<file path="config.mk">
export PLATFORM = sky130hd
export DESIGN_NAME = mem_wb_pipe_flat
export DESIGN_NICKNAME = d
export VERILOG_FILES = /design/src/rtl/mem_wb_pipe_pkg.sv /design/src/rtl/mem_wb_pipe_if.sv /design/src/rtl/mem_wb_pipe_load_extend.sv /design/src/rtl/mem_wb_pipe.sv /design/src/flat_wrapper.sv
export SDC_FILE = /design/constraint.sdc
export NUM_CORES = 1
export LEC_CHECK = 0
export ABC_CLOCK_PERIOD_IN_PS = 2810
export CAP_MARGIN = 25
export CORE_AREA = 2 2 81 141
export DETAILED_ROUTE_END_ITERATION = 7
export DIE_AREA = 0 0 83 143
export HOLD_SLACK_MARGIN = 0.1
export PLACE_DENSITY = 0.77
export RECOVER_POWER = 100
export REMOVE_ABC_BUFFERS = 1
export SYNTH_ARGS = -nofsm -noshare
export SYNTH_HDL_FRONTEND = slang
export SYNTH_SLANG_ARGS = --single-unit
export TNS_END_PERCENT = 5
</file>
<file path="constraint.sdc">
create_clock -name clk -period 2.81 [get_ports clk]
set_input_delay 0.562 -clock clk [delete_from_list [all_inputs] [get_ports clk]]
set_output_delay 0.562 -clock clk [all_outputs]
set_load 0.05 [all_outputs]
</file>
<file path="src/rtl/mem_wb_pipe_pkg.sv">
// rtl/mem_wb_pipe_pkg.sv - shared load-size encodings for the MEM->WB stage
package mem_wb_pipe_pkg;
   localparam logic [1:0] LD_BYTE = 2'b00;
   localparam logic [1:0] LD_HALF = 2'b01;
   localparam logic [1:0] LD_WORD = 2'b10;
endpackage

</file>
<file path="src/rtl/mem_wb_pipe_if.sv">
// rtl/mem_wb_pipe_if.sv - MEM-stage slot bundle presented to the WB pipeline register
interface mem_wb_pipe_if #(
   parameter int DATA_W = 32,
   parameter int REG_AW = 5,
   parameter int TAG_W  = 4
) ();
   logic              mem_valid;
   logic              mem_wreg;
   logic              mem_m2reg;
   logic [REG_AW-1:0] mem_destR;
   logic [DATA_W-1:0] mem_aluR;
   logic [DATA_W-1:0] mem_mdata;
   logic [1:0]        mem_ld_size;
   logic              mem_ld_uns;
   logic [1:0]        mem_byte_off;
   logic [TAG_W-1:0]  MEM_ins_type;
   logic [TAG_W-1:0]  MEM_ins_number;

   modport master (
      output mem_valid, mem_wreg, mem_m2reg, mem_destR, mem_aluR, mem_mdata,
             mem_ld_size, mem_ld_uns, mem_byte_off, MEM_ins_type, MEM_ins_number
   );
   modport slave (
      input  mem_valid, mem_wreg, mem_m2reg, mem_destR, mem_aluR, mem_mdata,
             mem_ld_size, mem_ld_uns, mem_byte_off, MEM_ins_type, MEM_ins_number
   );
endinterface

</file>
<file path="src/rtl/mem_wb_pipe_load_extend.sv">
// rtl/mem_wb_pipe_load_extend.sv - little-endian sub-word lane select with sign/zero extension
module load_extend
   import mem_wb_pipe_pkg::*;
#(
   parameter int DATA_W = 32
) (
   input  logic [DATA_W-1:0] mdata,
   input  logic [1:0]        size,
   input  logic [1:0]        off,
   input  logic              uns,
   output logic [DATA_W-1:0] ext_data
);
   logic [DATA_W-1:0] byte_sh;
   logic [DATA_W-1:0] half_sh;
   logic [7:0]        lane_b;
   logic [15:0]       lane_h;

   always_comb begin
      byte_sh = mdata >> {off, 3'b000};
      // Halfword lane uses off[1] only; misaligned halves never reach this stage.
      half_sh = mdata >> {off[1], 4'b0000};
      lane_b  = byte_sh[7:0];
      lane_h  = half_sh[15:0];
      case (size)
         LD_BYTE: ext_data = {{(DATA_W-8){~uns & lane_b[7]}}, lane_b};
         LD_HALF: ext_data = {{(DATA_W-16){~uns & lane_h[15]}}, lane_h};
         default: ext_data = mdata;
      endcase
   end
endmodule

</file>
<file path="src/rtl/mem_wb_pipe.sv">
// rtl/mem_wb_pipe.sv - MEM->WB pipeline register with stall/flush, load extraction and retire counter
module mem_wb_pipe
   import mem_wb_pipe_pkg::*;
#(
   parameter int DATA_W = 32,
   parameter int REG_AW = 5,
   parameter int TAG_W  = 4,
   parameter int CNT_W  = 16
) (
   input  logic              clk,
   input  logic              rst,
   mem_wb_pipe_if.slave      mem,
   input  logic              wb_stall,
   input  logic              wb_flush,
   output logic              wb_valid,
   output logic              wb_wreg,
   output logic [REG_AW-1:0] wb_destR,
   output logic [DATA_W-1:0] wb_dest,
   output logic [TAG_W-1:0]  WB_ins_type,
   output logic [TAG_W-1:0]  WB_ins_number,
   output logic [CNT_W-1:0]  wb_retired
);
   logic              valid_q,   valid_d;
   logic              wreg_q,    wreg_d;
   logic              m2reg_q,   m2reg_d;
   logic [REG_AW-1:0] destr_q,   destr_d;
   logic [DATA_W-1:0] alur_q,    alur_d;
   logic [DATA_W-1:0] mdata_q,   mdata_d;
   logic [1:0]        ld_size_q, ld_size_d;
   logic              ld_uns_q,  ld_uns_d;
   logic [1:0]        off_q,     off_d;
   logic [TAG_W-1:0]  type_q,    type_d;
   logic [TAG_W-1:0]  num_q,     num_d;
   logic [CNT_W-1:0]  retired_q, retired_d;
   logic [DATA_W-1:0] load_val;

   // Flush beats stall; data registers just hold on a flush since wreg=0 masks them.
   always_comb begin
      valid_d   = valid_q;
      wreg_d    = wreg_q;
      m2reg_d   = m2reg_q;
      destr_d   = destr_q;
      alur_d    = alur_q;
      mdata_d   = mdata_q;
      ld_size_d = ld_size_q;
      ld_uns_d  = ld_uns_q;
      off_d     = off_q;
      type_d    = type_q;
      num_d     = num_q;
      retired_d = retired_q;
      if (wb_flush) begin
         valid_d = 1'b0;
         wreg_d  = 1'b0;
         m2reg_d = 1'b0;
         destr_d = '0;
         type_d  = '0;
         num_d   = '0;
      end else if (!wb_stall) begin
         valid_d   = mem.mem_valid;
         wreg_d    = mem.mem_wreg;
         m2reg_d   = mem.mem_m2reg;
         destr_d   = mem.mem_destR;
         alur_d    = mem.mem_aluR;
         mdata_d   = mem.mem_mdata;
         ld_size_d = mem.mem_ld_size;
         ld_uns_d  = mem.mem_ld_uns;
         off_d     = mem.mem_byte_off;
         type_d    = mem.MEM_ins_type;
         num_d     = mem.MEM_ins_number;
         retired_d = retired_q + CNT_W'(mem.mem_valid);
      end
   end

   always_ff @(posedge clk) begin
      if (rst) begin
         valid_q   <= 1'b0;
         wreg_q    <= 1'b0;
         m2reg_q   <= 1'b0;
         destr_q   <= '0;
         alur_q    <= '0;
         mdata_q   <= '0;
         ld_size_q <= LD_BYTE;
         ld_uns_q  <= 1'b0;
         off_q     <= '0;
         type_q    <= '0;
         num_q     <= '0;
         retired_q <= '0;
      end else begin
         valid_q   <= valid_d;
         wreg_q    <= wreg_d;
         m2reg_q   <= m2reg_d;
         destr_q   <= destr_d;
         alur_q    <= alur_d;
         mdata_q   <= mdata_d;
         ld_size_q <= ld_size_d;
         ld_uns_q  <= ld_uns_d;
         off_q     <= off_d;
         type_q    <= type_d;
         num_q     <= num_d;
         retired_q <= retired_d;
      end
   end

   load_extend #(.DATA_W(DATA_W)) u_load_extend (
      .mdata    (mdata_q),
      .size     (ld_size_q),
      .off      (off_q),
      .uns      (ld_uns_q),
      .ext_data (load_val)
   );

   assign wb_valid      = valid_q;
   assign wb_wreg       = valid_q & wreg_q & (destr_q != '0);
   assign wb_destR      = destr_q;
   assign wb_dest       = m2reg_q ? load_val : alur_q;
   assign WB_ins_type   = type_q;
   assign WB_ins_number = num_q;
   assign wb_retired    = retired_q;
endmodule

</file>
<file path="src/flat_wrapper.sv">
// flat-port wrapper written by rule: the top's interface ports become plain ports
module mem_wb_pipe_flat import mem_wb_pipe_pkg::*;
#(
   parameter int DATA_W = 32,
   parameter int REG_AW = 5,
   parameter int TAG_W  = 4,
   parameter int CNT_W  = 16
)
  (clk, rst, wb_stall, wb_flush, wb_valid, wb_wreg, wb_destR, wb_dest, WB_ins_type, WB_ins_number, wb_retired, mem_mem_valid, mem_mem_wreg, mem_mem_m2reg, mem_mem_destR, mem_mem_aluR, mem_mem_mdata, mem_mem_ld_size, mem_mem_ld_uns, mem_mem_byte_off, mem_MEM_ins_type, mem_MEM_ins_number);
  mem_wb_pipe_if #(.DATA_W(DATA_W), .REG_AW(REG_AW), .TAG_W(TAG_W)) mem_i ();
  input  logic clk;
  input  logic rst;
  input  logic wb_stall;
  input  logic wb_flush;
  output logic wb_valid;
  output logic wb_wreg;
  output logic [REG_AW-1:0] wb_destR;
  output logic [DATA_W-1:0] wb_dest;
  output logic [TAG_W-1:0] WB_ins_type;
  output logic [TAG_W-1:0] WB_ins_number;
  output logic [CNT_W-1:0] wb_retired;
  input wire logic [$bits(mem_i.mem_valid)-1:0] mem_mem_valid;
  input wire logic [$bits(mem_i.mem_wreg)-1:0] mem_mem_wreg;
  input wire logic [$bits(mem_i.mem_m2reg)-1:0] mem_mem_m2reg;
  input wire logic [$bits(mem_i.mem_destR)-1:0] mem_mem_destR;
  input wire logic [$bits(mem_i.mem_aluR)-1:0] mem_mem_aluR;
  input wire logic [$bits(mem_i.mem_mdata)-1:0] mem_mem_mdata;
  input wire logic [$bits(mem_i.mem_ld_size)-1:0] mem_mem_ld_size;
  input wire logic [$bits(mem_i.mem_ld_uns)-1:0] mem_mem_ld_uns;
  input wire logic [$bits(mem_i.mem_byte_off)-1:0] mem_mem_byte_off;
  input wire logic [$bits(mem_i.MEM_ins_type)-1:0] mem_MEM_ins_type;
  input wire logic [$bits(mem_i.MEM_ins_number)-1:0] mem_MEM_ins_number;
  assign mem_i.mem_valid = mem_mem_valid;
  assign mem_i.mem_wreg = mem_mem_wreg;
  assign mem_i.mem_m2reg = mem_mem_m2reg;
  assign mem_i.mem_destR = mem_mem_destR;
  assign mem_i.mem_aluR = mem_mem_aluR;
  assign mem_i.mem_mdata = mem_mem_mdata;
  assign mem_i.mem_ld_size = mem_mem_ld_size;
  assign mem_i.mem_ld_uns = mem_mem_ld_uns;
  assign mem_i.mem_byte_off = mem_mem_byte_off;
  assign mem_i.MEM_ins_type = mem_MEM_ins_type;
  assign mem_i.MEM_ins_number = mem_MEM_ins_number;
  mem_wb_pipe #(.DATA_W(DATA_W), .REG_AW(REG_AW), .TAG_W(TAG_W), .CNT_W(CNT_W)) u_core (.clk(clk), .rst(rst), .mem(mem_i), .wb_stall(wb_stall), .wb_flush(wb_flush), .wb_valid(wb_valid), .wb_wreg(wb_wreg), .wb_destR(wb_destR), .wb_dest(wb_dest), .WB_ins_type(WB_ins_type), .WB_ins_number(WB_ins_number), .wb_retired(wb_retired));
endmodule
</file>
==> reports/metrics.cfg, run 1 <==
[critical_path]
cp_max_fo=7
worstPathCellList=mux2i_1, nor3_1, o31a_1, a221o_1, buf_12
r2r-start=u_core.wb_retired[0]
crit_arrival_ns=2.17
timing.rr.end=u_core.wb_retired[14]
timing.critical_path.buf_inv=1
worstPathRequired_ns=2.25
critical_path.top_delay_family=compound AO/OA/AOI/OAI gates
r2r_slack_ns=0.87
cp_slowest_stage_delay_ns=0.44
slowest_stage=a221o_1
worst_setup_path_start_kind=flip-flop
crit_type=reg -> out
end_kind=output port
r2r_cells=5

[job]
maxCapViolCount=0

[place]
hpwl_um=10200
io_buffers=151
gp_congestion=0.820
dp_slack_ns=0.154

[floorplan]
core_um2=10700
start_util=0.442
top_level_ports=152
die_h_um=143
die_w_um=83
fp.dieArea_um2=11900
rows=50

[timing]
fin_ws_ns=0.0759
setup_tns_ns=0
fin_skew_ns=0.00288
setup_viol=0
fmax_mhz=366
tightest_slew_ns=1.14
finalHoldViolCount=0
slew_viol_final=0
period_minus_slack_ns=2.73
slew_headroom=0.238
finalCritPeriodShare=0.973
rsz0062_at_grt=yes

[run_status]
status=finished, final reports clean

[clocking]
path_clk_slew_ns=0.06
clk_path_buf_depth=2
clkSinkCount=101
postCtsHoldBufs=0
clk-insertion-delay-late_ns=0.35
cts_buffers=9
cts-root-buf=clkbuf_16
cts_tree=built
htree_levels=3

[synthesis]
yosys.cell_types.count=44
avgSynthCellArea_um2=8.05
ys_ff_latch=101
yosys_warnings=0
seq_area_frac_synth=0.428
yosys_most_used_dff=dfxtp_1
async_flop_share=0
synthSimpleGateAreaFrac=0.224
synth_edf_count=0
synth_mux_area_frac=0.0956
synth_compound_area_frac=0.184
syn_inst=587
synth_xor_area_frac=0.0167
synth_area_um2=4720
synth_top_family_by_area=simple AND/OR/NAND/NOR gates
synthAdderAreaFrac=0.00530

[grt]
grt.overflow.total=0
grt_pass1_vias=4735
grt.total_usage=0.239
grt_pass1_wl_um=22800
grt_max_degree=70
antenna_found_initial=0

[worst_hold_path]
hold_depth=2
hp-start=u_core.alur_q[14]
hp-class=reg -> reg
min_to=u_core.alur_q[14]

[final_layout]
syn2layout_area_growth_pct=46.7
nets=808
drive_gt1_frac=0.111
n_antenna_cell=0

[power]
p_leak_nw=2.67
total_power_w=0.00344
ir_drop_v=0.000380
power_density_nw_per_um2=497

[routing]
viasPerCell=5.52
via_count=4696
dr.first_iter.drc_count=212
drtPass1Iterations=4
drt.antenna.violating_nets=0
drt-total-wl_um=14300
drc_errors=0
routedWlPerCell_um=16.8

==> sequential cells by signal, summed over array words and instances (netlist names), 2 cells and up <==
| name | flops |
|---|---|
| u_core.ld_size_q | 2 |
| u_core.alur_q | 32 |
| u_core.WB_ins_number | 4 |
| u_core.WB_ins_type | 4 |
| u_core.mdata_q | 32 |
| u_core.off_q | 2 |
| u_core.wb_retired | 16 |
| u_core.wb_destR | 5 |
==> cell families after synthesis <==
family / after synthesis
buffers and inverters: 51
multiplexers: 36
flip-flops: 101
adder cells (fa/ha/maj): 2
AND/OR/NAND/NOR: 242
AO/OA/AOI/OAI: 146
XOR/XNOR: 9
==> through the flow <==
stage / std cells / util / instance area (um^2) / hold WS (ns)
5_1_grt: 851 / 0.648 / 6930 / 0.475
2_1_floorplan: 541 / - / 4520 / 0.430
3_3_place_gp: 834 / 0.619 / 6620 / 0.444
6_report: 851 / 0.648 / 6930 / 0.461
4_1_cts: 850 / 0.650 / 6950 / 0.462
3_5_place_dp: 835 / 0.620 / 6630 / 0.452
==> cell type report <==
cell class,count,area (um^2)
flip-flops and latches,101,2020
multi-input cells,435,2480
clock buffers,11,253
well taps,130,163
inverters,5,18.8
repair buffers,165,1940
clock inverters,4,47.5
fillers,897,3770
==> Yosys cell counts (all sizes together) (3+ instances only) <==
library cell  instances  area share
a21oi                89       0.094
a221o                14       0.030
and3                 16       0.021
buf                  17       0.019
clkbuf               29       0.023
dfxtp               101        0.43
inv                   5      0.0040
mux2                  3      0.0072
mux2i                26       0.055
mux4                  7       0.033
nand2               155        0.12
nand2b                3      0.0040
nand3                 3      0.0032
nand4                 3      0.0040
nor2                 39       0.031
nor2b                 5      0.0066
nor3                  6      0.0074
nor4                  3      0.0072
o211ai               15       0.024
o21ai                19       0.020
xnor2                 6       0.011
xor2                  3      0.0056
==> how the worst max path moves through the flow <==
stage,from,end,slack [ns],cells after the start
2_1_floorplan,u_core.m2reg_q,wb_dest[16],-0.93,4
3_3_place_gp,u_core.off_q[0],wb_dest[27],-0.14,5
3_5_place_dp,mem_mem_valid,u_core.wb_retired[14],0.15,6
4_1_cts,u_core.ld_size_q[1],wb_dest[31],0.01,6
5_1_grt,u_core.ld_size_q[0],wb_dest[28],-0.008,6
6_report,u_core.off_q[0],wb_dest[14],0.08,5
==> where the power goes <==
group | switching [W] | internal (W) | total (W)
registers | 0.0000446 | 0.00149 | 0.00153
logic | 0.000340 | 0.000315 | 0.000655
clock network | 0.000525 | 0.000731 | 0.00126
==> per-layer routing <==
layer	vias to the layer above	share of wire	global-route usage
li1	2289	-	-
met1	2206	0.37	0.251
met2	163	0.54	0.430
met3	38	0.049	0.0526
met4	0	0.041	0.145
met5	-	0	0
==> cells in the final DEF (no fill, tap or decap), types with 2 or more instances in the layout <==
cell / netlist / final
nand2_1: 155 / 155
dfxtp_1: 101 / 99
a21oi_1: 89 / 89
clkdlybuf4s50_1: 0 / 86
nor2_1: 39 / 38
dlygate4sd3_1: 0 / 32
buf_12: 0 / 32
mux2i_1: 26 / 26
and3_1: 16 / 16
o21ai_0: 19 / 15
o211ai_1: 15 / 15
a221o_1: 14 / 14
buf_4: 0 / 10
clkbuf_16: 0 / 9
mux4_2: 7 / 7
xnor2_1: 6 / 6
inv_1: 5 / 5
nor3_1: 5 / 5
nor2b_1: 5 / 4
o21ai_1: 0 / 4
nor4_1: 2 / 3
nand2b_1: 3 / 3
nand3_1: 3 / 3
nand4_1: 3 / 3
mux2_2: 3 / 3
xor2_1: 3 / 3
or2_2: 2 / 2
a31o_2: 2 / 2
ha_1: 2 / 2
clkinv_2: 0 / 2
clkbuf_8: 0 / 2
buf_6: 1 / 2
dfxtp_2: 0 / 2
==> timing repair <==
action | in CTS | in global routing
setup buffers | 0 | 1
resized for setup | 7 | 4
pin swaps | 1 | 1
setup endpoints to repair | 29 | 13
==> tightest hold or removal path: stages, from the launching register on <==
cell,delay (ns)
dfxtp_1,0.31
nand2_1,0.05
a21oi_1,0.05
No activity file was read; power rests on OpenSTA's default activity.
==> run 2: changes to the inputs <==
--- a/config.mk
+++ b/config.mk
@@ -17,4 +17,4 @@
 export SYNTH_ARGS = -nofsm -noshare
 export SYNTH_HDL_FRONTEND = slang
 export SYNTH_SLANG_ARGS = --single-unit
-export TNS_END_PERCENT = 5
+export TNS_END_PERCENT = 30
==> constraint.sdc (replaced) <==
create_clock -name clk -period 2.81 [get_ports clk]
set_input_delay 0.281 -clock clk [delete_from_list [all_inputs] [get_ports clk]]
set_output_delay 0.281 -clock clk [all_outputs]
set_load 0.05 [all_outputs]
==> reports/metrics.cfg, run 2 (synthesis gave the netlist of run 1 again) <==
[clocking]
clkSinkCount=101
clk_path_buf_depth=2
clk-insertion-delay-late_ns=0.34
cts_tree=built
path_clk_slew_ns=0.07
cts_buffers=9
htree_levels=3
cts-root-buf=clkbuf_16
post-cts-setup-buffers=0

[routing]
drt.antenna.violating_nets=0
dr.first_iter.drc_count=285
drt-total-wl_um=14100
via_count=4680
drc_errors=0
drtPass1Iterations=4
routedWlPerCell_um=16.5
viasPerCell=5.50

[floorplan]
start_util=0.442
die_h_um=143
rows=50
top_level_ports=152
fp.dieArea_um2=11900
die_w_um=83
core_um2=10700

[place]
gp_congestion=0.804
dp_slack_ns=0.508
io_buffers=151
hpwl_um=10100

[power]
power_density_nw_per_um2=523
ir_drop_v=0.000357
p_leak_nw=2.69

[critical_path]
worst_setup_path_start_kind=flip-flop
worst_path_most_repeated_cell=clkbuf_2
critical_path.top_delay_family=buffers and inverters
slowest_stage=mux4_2
crit_type=reg -> out
end_kind=output port
worstPathCellList=nor2b_1, clkbuf_2, mux4_2, a221o_1, clkbuf_2
cp_max_fo=7
worstPathRequired_ns=2.53
timing.critical_path.buf_inv=2
crit_arrival_ns=2.34
cp_slowest_stage_delay_ns=0.54

[final_layout]
syn2layout_area_growth_pct=40.3
nets=807
drive_gt1_frac=0.0929
final_cell_mix=nand2_1, dfxtp_1, a21oi_1, clkdlybuf4s50_1, nor2_1
final_common_cell=nand2_1
n_antenna_cell=0

[timing]
slew_viol_final=0
fin_ws_ns=0.188
tightest_slew_ns=1.16
slew_headroom=0.224
fmax_mhz=381
finalHoldViolCount=0
finalCritPeriodShare=0.933
fin_skew_ns=0.00623
rsz0062_at_grt=no
hold_ws_ns=0.280
period_minus_slack_ns=2.62
setup_viol=0

[job]
maxCapViolCount=0

[grt]
grt.total_usage=0.236
grt.overflow.total=0
grt_max_degree=70
antenna_found_initial=0
grt_pass1_vias=4779
grt_pass1_wl_um=22900

[run_status]
status=finished, final reports clean

[worst_hold_path]
hp-class=in -> reg

-- run 2: timing repair --
item	in CTS	in global routing
endpoints found under the setup margin	0	1
hold buffers	0	0
resized for setup	0	1
-- run 2: path summary, 6_finish.rpt --
kind | startpoint | endpoint | depth (start not counted) | slack, ns
worst max-delay path | u_core.off_q[0] | wb_dest[0] | 5 | 0.19
worst min-delay path | rst | u_core.wb_retired[8] | 2 | 0.28
worst max register to register | u_core.wb_retired[2] | u_core.wb_retired[13] | 4 | 0.88
worst min register to register | u_core.alur_q[11] | u_core.alur_q[11] | 2 | 0.46
-- run 2: where the power goes --
group          internal, W  total, W  switching, W
clock             0.000830   0.00136      0.000525
combinational     0.000256  0.000580      0.000323
sequential         0.00149   0.00153     0.0000478
-- run 2: stage by stage --
step                      total power, W  std cells  utilization  area (um^2)  TNS, ns
after floorplan                  0.00185        541            -         4520   -10.44
after global placement           0.00221        835        0.620         6630        0
after detailed placement         0.00222        835        0.620         6630        0
after CTS                        0.00357        851        0.651         6960        0
after global routing             0.00360        851        0.620         6630        0
final                            0.00347        851        0.620         6630        0
-- run 2: layout make-up --
cell class | count | area (um^2)
Clock buffer | 11 | 253
Clock inverter | 5 | 81.3
Fill cell | 920 | 4070
Inverter | 5 | 18.8
Multi-Input combinational cell | 435 | 2460
Sequential cell | 101 | 2020
Tap cell | 130 | 163
Timing Repair Buffer | 164 | 1620
-- run 2: routing by layer --
metal	vias up	global-route usage	share of wire
li1	2298	-	-
met1	2191	0.257	0.38
met2	158	0.427	0.53
met3	33	0.0572	0.047
met4	0	0.112	0.036
met5	-	0	0
